`config.mk`:
```
export PLATFORM = sky130hd
export DESIGN_NAME = fir_avg_multi
export DESIGN_NICKNAME = d
export VERILOG_FILES = /design/src/rtl/fir_avg_pkg.sv /design/src/rtl/fir_avg_delay_line.sv /design/src/rtl/fir_avg_multi.sv
export SDC_FILE = /design/constraint.sdc
export NUM_CORES = 2
export LEC_CHECK = 0
export ABC_AREA = 1
export CAP_MARGIN = 20
export CELL_PAD_IN_SITES_DETAIL_PLACEMENT = 2
export CELL_PAD_IN_SITES_GLOBAL_PLACEMENT = 2
export CORE_MARGIN = 3
export CORE_UTILIZATION = 35
export CTS_BUF_LIST = sky130_fd_sc_hd__clkbuf_8
export DETAILED_ROUTE_END_ITERATION = 8
export GPL_ROUTABILITY_DRIVEN = 0
export PLACE_DENSITY = 0.87
export SLEW_MARGIN = 10
export SYNTH_ARGS = -nofsm -noshare
export SYNTH_HDL_FRONTEND = slang
export SYNTH_SLANG_ARGS = --single-unit
```
`constraint.sdc`:
```
create_clock -name clk -period 41.8 [get_ports clk]
set_clock_uncertainty 0.05 [all_clocks]
set_input_delay 6.27 -clock clk [delete_from_list [all_inputs] [get_ports clk]]
set_output_delay 6.27 -clock clk [all_outputs]
set_load 0.005 [all_outputs]
```
`src/rtl/fir_avg_pkg.sv`:
```
// fir_avg_pkg
//   Shared constants and types for the multi-channel moving-average filter.
//   W_DEF / LOG2N_DEF / CH_DEF : default sample width, window log2, channel count
//   acc_width()                : accumulator width needed for a 2^log2n window
//   acc_def_t                  : signed accumulator type for the default parameters
package fir_avg_pkg;

  localparam int W_DEF     = 24;
  localparam int LOG2N_DEF = 4;
  localparam int CH_DEF    = 2;

  // Sum of 2^log2n signed w-bit samples fits in w+log2n signed bits.
  function automatic int acc_width(input int w, input int log2n);
    return w + log2n;
  endfunction

  localparam int ACC_W_DEF = acc_width(W_DEF, LOG2N_DEF);

  typedef logic signed [ACC_W_DEF-1:0] acc_def_t;

endpackage

```
`src/rtl/fir_avg_delay_line.sv`:
```
// fir_avg_delay_line
//   N-entry ring buffer of packed multi-channel samples, shared by all channels.
//   clk    : system clock, rising edge
//   reset  : asynchronous active-high reset (buffer and pointer to zero)
//   clr    : synchronous clear of buffer and pointer (takes priority over we)
//   we     : write din at the current pointer and advance the pointer
//   din    : CH*W packed samples to store
//   oldest : CH*W packed entry at the write pointer, i.e. the sample leaving
//            the window on the next write (combinational)
module fir_avg_delay_line
  import fir_avg_pkg::*;
#(
  parameter int W     = W_DEF,
  parameter int LOG2N = LOG2N_DEF,
  parameter int CH    = CH_DEF
) (
  input  logic            clk,
  input  logic            reset,
  input  logic            clr,
  input  logic            we,
  input  logic [CH*W-1:0] din,
  output logic [CH*W-1:0] oldest
);

  localparam int N = 1 << LOG2N;

  logic [CH*W-1:0]  mem_q [N];
  logic [CH*W-1:0]  mem_d [N];
  logic [LOG2N-1:0] ptr_q;
  logic [LOG2N-1:0] ptr_d;

  always_comb begin
    mem_d = mem_q;
    ptr_d = ptr_q;
    if (clr) begin
      for (int i = 0; i < N; i++) mem_d[i] = '0;
      ptr_d = '0;
    end else if (we) begin
      mem_d[ptr_q] = din;
      // N is a power of two, so the natural wrap of the pointer is modulo N.
      ptr_d        = ptr_q + LOG2N'(1);
    end
  end

  always_ff @(posedge clk or posedge reset) begin
    if (reset) begin
      for (int i = 0; i < N; i++) mem_q[i] <= '0;
      ptr_q <= '0;
    end else begin
      mem_q <= mem_d;
      ptr_q <= ptr_d;
    end
  end

  assign oldest = mem_q[ptr_q];

endmodule

```
`src/rtl/fir_avg_multi.sv`:
```
// fir_avg_multi
//   Multi-channel boxcar (moving-average) filter over the last 2^LOG2N
//   accepted samples, all channels advancing in lockstep.
//   clk      : system clock, rising edge
//   reset    : asynchronous active-high reset
//   isValid  : sample strobe, dataIn accepted on a rising edge while high
//   flush    : synchronous clear of window, accumulators and fill count;
//              wins over a simultaneous isValid (that sample is dropped)
//   bypass   : 1 = output the accepted sample unfiltered, 0 = window average
//   dataIn   : CH*W packed signed samples, channel c at [c*W +: W]
//   dataOut  : CH*W packed registered outputs, same packing
//   outValid : one-cycle pulse following each accepted sample
//   filled   : high once N samples have been accepted since reset/flush
module fir_avg_multi
  import fir_avg_pkg::*;
#(
  parameter int W     = W_DEF,
  parameter int LOG2N = LOG2N_DEF,
  parameter int CH    = CH_DEF
) (
  input  logic            clk,
  input  logic            reset,
  input  logic            isValid,
  input  logic            flush,
  input  logic            bypass,
  input  logic [CH*W-1:0] dataIn,
  output logic [CH*W-1:0] dataOut,
  output logic            outValid,
  output logic            filled
);

  localparam int N  = 1 << LOG2N;
  localparam int AW = acc_width(W, LOG2N);

  // Arithmetic shift floors toward minus infinity; the average of W-bit
  // samples always fits back into W bits, so truncation is lossless.
  function automatic logic signed [W-1:0] avg_of(input logic signed [AW-1:0] sum);
    logic signed [AW-1:0] q;
    q = sum >>> LOG2N;
    return q[W-1:0];
  endfunction

  logic            accept;
  logic [CH*W-1:0] oldest;

  logic [LOG2N:0]  fill_q;
  logic [LOG2N:0]  fill_d;
  logic            filled_p1_q;
  logic            filled_p1_d;
  logic            vld_p1_q;
  logic            vld_p1_d;

  assign accept = isValid & ~flush;

  // Stage p0: window storage and the sample about to leave it
  fir_avg_delay_line #(
    .W     (W),
    .LOG2N (LOG2N),
    .CH    (CH)
  ) u_delay_line (
    .clk    (clk),
    .reset  (reset),
    .clr    (flush),
    .we     (accept),
    .din    (dataIn),
    .oldest (oldest)
  );

  always_comb begin
    fill_d   = fill_q;
    vld_p1_d = accept;
    if (flush) begin
      fill_d = '0;
    end else if (accept && (fill_q != (LOG2N+1)'(N))) begin
      fill_d = fill_q + (LOG2N+1)'(1);
    end
    filled_p1_d = (fill_d == (LOG2N+1)'(N));
  end

  // Stage p1: registered control outputs
  always_ff @(posedge clk or posedge reset) begin
    if (reset) begin
      fill_q      <= '0;
      filled_p1_q <= 1'b0;
      vld_p1_q    <= 1'b0;
    end else begin
      fill_q      <= fill_d;
      filled_p1_q <= filled_p1_d;
      vld_p1_q    <= vld_p1_d;
    end
  end

  assign outValid = vld_p1_q;
  assign filled   = filled_p1_q;

  for (genvar c = 0; c < CH; c++) begin : g_ch
    logic signed [W-1:0]  smp_p0;
    logic signed [W-1:0]  old_p0;
    logic signed [AW-1:0] acc_nxt_p0;
    logic signed [AW-1:0] acc_q;
    logic signed [AW-1:0] acc_d;
    logic signed [W-1:0]  dout_p1_q;
    logic signed [W-1:0]  dout_p1_d;

    assign smp_p0 = dataIn[c*W +: W];
    assign old_p0 = oldest[c*W +: W];

    // Stage p0: running sum with the incoming sample in and the oldest out
    always_comb begin
      acc_nxt_p0 = acc_q + AW'(smp_p0) - AW'(old_p0);
      acc_d      = acc_q;
      dout_p1_d  = dout_p1_q;
      if (flush) begin
        acc_d     = '0;
        dout_p1_d = '0;
      end else if (accept) begin
        acc_d     = acc_nxt_p0;
        dout_p1_d = bypass ? smp_p0 : avg_of(acc_nxt_p0);
      end
    end

    // Stage p1: registered accumulator and channel output
    always_ff @(posedge clk or posedge reset) begin
      if (reset) begin
        acc_q     <= '0;
        dout_p1_q <= '0;
      end else begin
        acc_q     <= acc_d;
        dout_p1_q <= dout_p1_d;
      end
    end

    assign dataOut[c*W +: W] = dout_p1_q;
  end

endmodule

```
; Word-level counts from Yosys, hierarchy flattened
; Index checks and enable logic that the tools add are counted.
[totals]
regBits = 883
word_cells = 62
out_inout_bits = 50
inputBits = 53
[classes]
bitwise = 3
n_addsub = 6
n_lt_le_gt_ge = 2
n_eq_ne = 2
n_reduce_logical = 3
muxes = 22
[ops]
columns = operator, n
row1 = 768-bit two-way mux, 2
row2 = 768-bit bitwise mux, 1
row3 = 48-bit binary-select mux with 4-bit select, 1
row4 = 48-bit demux with 4-bit select, 1
row5 = 24-bit two-way mux, 6
row6 = 48-bit two-way mux, 3
row7 = 28-bit two-way mux, 4
row8 = 28-bit by 24-bit adder with 28-bit output, 2
row9 = 28-bit by 24-bit subtractor with 28-bit output, 2
row10 = 5-bit two-way mux, 2
row11 = 4-bit two-way mux, 2
row12 = "5-bit by 1-bit adder with 5-bit output, second input constant", 1
row13 = "5-bit == test, second input constant", 1
row14 = "5-bit >= comparator, second input constant", 1
row15 = "5-bit by 1-bit < comparator with 1-bit output, second input constant", 1
row16 = "5-bit inequality test, second input constant", 1
row17 = 4-bit inverter with 5-bit output, 1
row18 = "4-bit by 1-bit adder with 4-bit output, second input constant", 1
row19 = 1-bit logical AND, 2
row20 = 2-bit nonzero test, 1
row21 = 1-bit bitwise AND, 1
row22 = 1-bit inverter, 1

; Longest topological paths before layout
[logic_depth]
word_depth = 8
ltp_mapped = 25
depth_no_buf = 22

; By module
; From an unflattened synthesis, not the netlist that was laid out.
[hier_totals]
hier_cells = 6159
area_unflattened_um2 = 46605.9
[by_module_without_submodules]
columns = module, seq_area_each_um2, instances, cells_per_inst, area_each_um2
row1 = fir_avg_delay_line, 19318.5, 1, 4556, 36173.4
row2 = fir_avg_multi, 2777.7, 1, 1603, 10432.5

; Worst setup path before layout
; No wires, ideal clock.
[synth_path]
path_kind = input port to flip-flop
startpoint = in dataIn[1]
endpoint = reg g_ch[0].dout_p1_q[12]
n_path_buf = 0
path_slack_ns = 33.520
path_stages = 13
arrival_ns = 8.114
setup_ns = 0.117
t_required_ns = 41.633
cell_sequence = inv_1 fa_1 inv_1 fa_1 nand2_1 nand3_1 nand3_1 nand2_1 a21oi_1 xor2_1 nand2_1 nand2_1 nand2_1
[synth_via]
elab_chain_len = 5
[synth_lines]
columns = item, line_no
row1 = start: declaration, fir_avg_multi.sv:26  ; input logic [CH*W-1:0] dataIn,
row2 = 28-bit by 24-bit adder with 28-bit output, fir_avg_multi.sv:110  ; acc_nxt_p0 = acc_q + AW'(smp_p0) - AW'(old_p0);
row3 = 28-bit by 24-bit subtractor with 28-bit output, fir_avg_multi.sv:110
row4 = 24-bit two-way mux, fir_avg_multi.sv:118  ; dout_p1_d = bypass ? smp_p0 : avg_of(acc_nxt_p0);
row5 = 24-bit two-way mux, fir_avg_multi.sv:116  ; end else if (accept) begin
row6 = 24-bit two-way mux, fir_avg_multi.sv:113  ; if (flush) begin
row7 = end signal: assignment, fir_avg_multi.sv:129  ; dout_p1_q <= dout_p1_d;
row8 = end: declaration, fir_avg_multi.sv:102  ; logic signed [W-1:0] dout_p1_q;
; Every way passes these cells. The select of a mux whose other input is x is not followed.
; A chain may end at the register's enable or synchronous reset.

; Worst setup path after layout
[layout_path]
startpoint = in flush
endpoint = reg u_delay_line.mem_q[660] (netlist name)
[layout_via]
elab_chain_len = 3
elab_cells_between_ends = 4
cone_classes = mux: 1 / bitwise: 2 / reduce/logical: 1
[layout_lines]
columns = item, line_no
row1 = start: declaration, fir_avg_multi.sv:24  ; input logic flush,
row2 = 1-bit inverter, fir_avg_multi.sv:53  ; assign accept = isValid & ~flush;
row3 = 1-bit bitwise AND, fir_avg_multi.sv:53
row4 = 2-bit nonzero test (no line), n/a
row5 = end signal: assignment, fir_avg_delay_line.sv:50  ; mem_q <= mem_d;
row6 = end: declaration, fir_avg_delay_line.sv:27  ; logic [CH*W-1:0] mem_q [N];
; Several ways; a longest one is shown, not always the timed one.

==> metrics.md <==
| Metric | Value |
|---|---|
| Status | completed |
| Slack of the worst reg-to-reg path | 34.01 ns |
| DRT iter0 DRCs | 5441 |
| DRT Pass-1 Iters | 6 |
| CORE AREA | 0.128 sq mm |
| Num ports | 103 |
| Initial Util | 35.5% |
| Post-cts resize count | 0 |
| MaxCap Viol Count | 0 |
| Skew-Pair Late Insertion Delay | 0.92 ns |
| Int Power | 0.00157 W |
| Netlist Area Pre-Place | 0.0455 sq mm |
| Comb pwr share | 35.5% |
| Post-synthesis cell count | 5707 |
| Sequential Power Share | 33.7% |
| CTS Buf Count | 156 |
| Terminus of the critical flop-to-flop path | g_ch[0].dout_p1_q[4] |
| Clock Power Share | 30.8% |
| Grt met1 use | 40.6% |
| DPL Wire Length | 120000 um |
| Dpl cells | 7179 |
| RSZ-0062 raised after global routing | false |
| Worst slew pin tran | 1.24 ns |
| Post-CTS Hold Buffers | 0 |
| Ys Warns | 0 |
| Worst Hold End | g_ch[0].dout_p1_q[15] |
| Crit Path Class | primary input to flip-flop |
| Worst hold start | g_ch[0].dout_p1_q[15] |
| CP top delay family | buffers and inverters |
| Hold Crit Class | flip-flop to flip-flop |
| Switch share | 42.3% |
| CP Capture Type | flip-flop |
| NetSw | 0.00115 W |
| Reg-to-reg startpoint | u_delay_line.ptr_q[0] |
| Port Buffer Count | 102 |
| Post-route ant nets | 0 |
| CP bufs+invs | 6 |
| Gr busiest metal | met2 |
| Cell Area, Placed | 0.0475 sq mm |
| FMAX | 98.7 MHz |
| R2R cell count | 22 |
| Critical path arrival | 10.88 ns |
| Initial antenna violation count | 9 |
| Largest stage delay, worst path | 0.86 ns |
| Dominant cell type by area after synthesis | dfrtp_1 |
| Final worst slack | 31.67 ns |
| Final TNS setup | 0 ns |
| DR vias | 47400 |
| Unique masters post-synth | 35 |
| WL final | 238000 um |
| Seq/Total Area, Yosys | 48.6% |
| Yosys top cell area share | 48.6% |
| Vias per cell | 6.36 |
| Syn Area/Cell | 7.97 sq um |
| Deepest clock path buffer count | 3 |
| Slew margin rel. | 17.5% |
| M2 GR Usage | 51.6% |
| WL/cell | 31.9 um |
| Worst Path Max Fanout | 99 |
| Fin. Hold Viols | 0 |
| CTS tree | yes |
| WHS | 0.438 ns |
| #FFs+latches synth | 883 |
| Global-route wire length before repair | 344000 um |
| Required @ worst endpoint | 42.55 ns |
| Layout cells sized above 1 | 5.74% |
| Die width | 367 um |
| Peak VDD IR | 0.0000335 V |
| Synth area leaders | dfrtp_1 49%, o21ai_0 10%, nand2_1 7.7%, nand3_1 6.1%, inv_1 6.1% |
| CTS sink cnt | 883 |
| Crit path time final | 10.13 ns |
| Slowest CP cell | buf_4 |
| Place WS | 31.23 ns |
| Crit. path cell count | 8 |
| Synth-to-Final Area Change | 11.2% |
| Design area | 0.0506 sq mm |
| H-Tree Depth | 4 |
| Row count | 131 |
| Critical Path Start Type | primary input |
| Global route overflow | 0 |
| Clk pin slew, worst setup/hold paths | 0.07 ns |
| Gr usage total | 33.4% |
| Die Y-Extent | 367 um |
| Syn Nets | 5878 |
| Met3 GRT Util | 7.63% |
| Hold depth | 2 |
| Final setup fails | 0 |
| Fin nets | 5783 |
| Max-slew violation count | 0 |
| Crit-path most repeated cell | buf_4 |
| Critical-path cell list | buf_2 -> buf_4 -> inv_8 -> buf_4 -> buf_4 -> nand2_2 -> buf_4 -> o22ai_1 |
| Largest net degree at the start of global routing | 159 |
| DR DRC count | 0 |
| Clock root buffer | clkbuf_8 |
| Die area | 0.134 sq mm |
| Vias in the first global route | 52500 |
| Fin crit share | 24.2% |
| Cell Count, Final, Fillers Out | 7453 |
| Pleak | 23.5 nW |
| Postcts setup bufs | 0 |
| Power Density | 53.8 mW/mm^2 |
synth_stat cells:
master	number
a21o_1	2
a21oi_1	360
a31o_2	1
a31oi_1	2
and2_1	2
and3_1	2
buf_1	45
buf_2	138
buf_4	9
buf_6	3
clkbuf_1	226
clkinv_1	8
dfrtp_1	883
fa_1	54
ha_1	64
inv_1	745
inv_2	12
nand2_1	934
nand3_1	559
nand3b_1	2
nand4_1	61
nor2_1	228
nor2_2	4
nor2_4	3
nor3_1	3
nor4_1	1
o211ai_1	10
o21ai_0	952
o21ai_1	41
o21bai_1	2
o22ai_1	314
o31ai_1	1
o32ai_1	5
xnor2_1	23
xor2_1	8
flip-flops by register name (all words and copies together) (netlist names):
signal,flops
u_delay_line.mem_q,768
g_ch.dout_p1_q,48
filled,1
g_ch.acc_q,56
fill_q,5
outValid,1
u_delay_line.ptr_q,4
stage by stage:
| stage | power, W | utilization, % |
|---|---|---|
| after floorplan | 0.00148 | - |
| after global placement | 0.00174 | 37.0 |
| after detailed placement | 0.00179 | 37.0 |
| after CTS | 0.00266 | 39.3 |
| after global routing | 0.00283 | 39.4 |
| final | 0.00272 | 39.4 |
power groups by stage:
stage	clock network, W	logic [W]	registers [W]
finish	0.000837	0.000967	0.000917
CTS	0.000831	0.000915	0.000915
global route	0.000873	0.00104	0.000919
detailed placement	0	0.000860	0.000928
floorplan	0	0.000555	0.000924
global placement	0	0.000812	0.000925
worst reg2reg max path: cells and delay by family (launching register included):
family / cells / cell delay (ns)
buf+inv: 7 / 3.31
simple gates: 9 / 1.37
fa+ha+maj: 2 / 1.02
flops: 1 / 0.78
compound gates: 3 / 0.58
xor+xnor: 1 / 0.55
cell usage in the layout (no fill, tap or decap), drive strengths merged, types with 54 or more instances in the layout:
master and n:
o21ai 993, nand2 934, dfrtp 883, inv 812
nand3 559, a21oi 360, o22ai 314, nor2 235
clkbuf 192, clkdlybuf4s50 99, buf 69, ha 64
nand4 61, fa 54
routing by layer:
metal / wire [um] / share of wire (%)
met5: 13 / 0.0055
met4: 20400 / 8.6
met1: 89000 / 37
met3: 21700 / 9.1
met2: 107000 / 45
cell type report:
| cell class | count | area, sq um |
|---|---|---|
| diodes | 9 | 22.5 |
| clock buffers | 192 | 2640 |
| clock inverters | 69 | 299 |
| fillers | 14300 | 77700 |
| inverters | 765 | 2900 |
| multi-input cells | 3638 | 18900 |
| flip-flops and latches | 883 | 22100 |
| well taps | 1729 | 2160 |
| repair buffers | 168 | 1620 |
worst max path at each step:
stage	start	end	slack [ns]
3_3_place_gp	reset	u_delay_line.mem_q[576]	31.33
3_5_place_dp	flush	u_delay_line.mem_q[652]	31.23
5_1_grt	flush	u_delay_line.mem_q[660]	31.69
6_report	flush	u_delay_line.mem_q[660]	31.67
4_1_cts	flush	u_delay_line.mem_q[660]	32.05
2_1_floorplan	reset	fill_q[0]	10.66
kinds of logic (layout without fill, tap and decap cells):
logic type / after synthesis / after routing / synth area share [%]
AND/OR/NAND/NOR: 1799 / 1799 / 16.8
AO/OA/AOI/OAI: 1690 / 1690 / 19.6
buffers and inverters: 1186 / 1194 / 10.3
flip-flops: 883 / 883 / 48.6
adder cells (fa/ha/maj): 118 / 118 / 4.14
XOR/XNOR: 31 / 31 / 0.597
other: 0 / 9 / 0
Note: power is estimated with default switching activity, not from simulation.
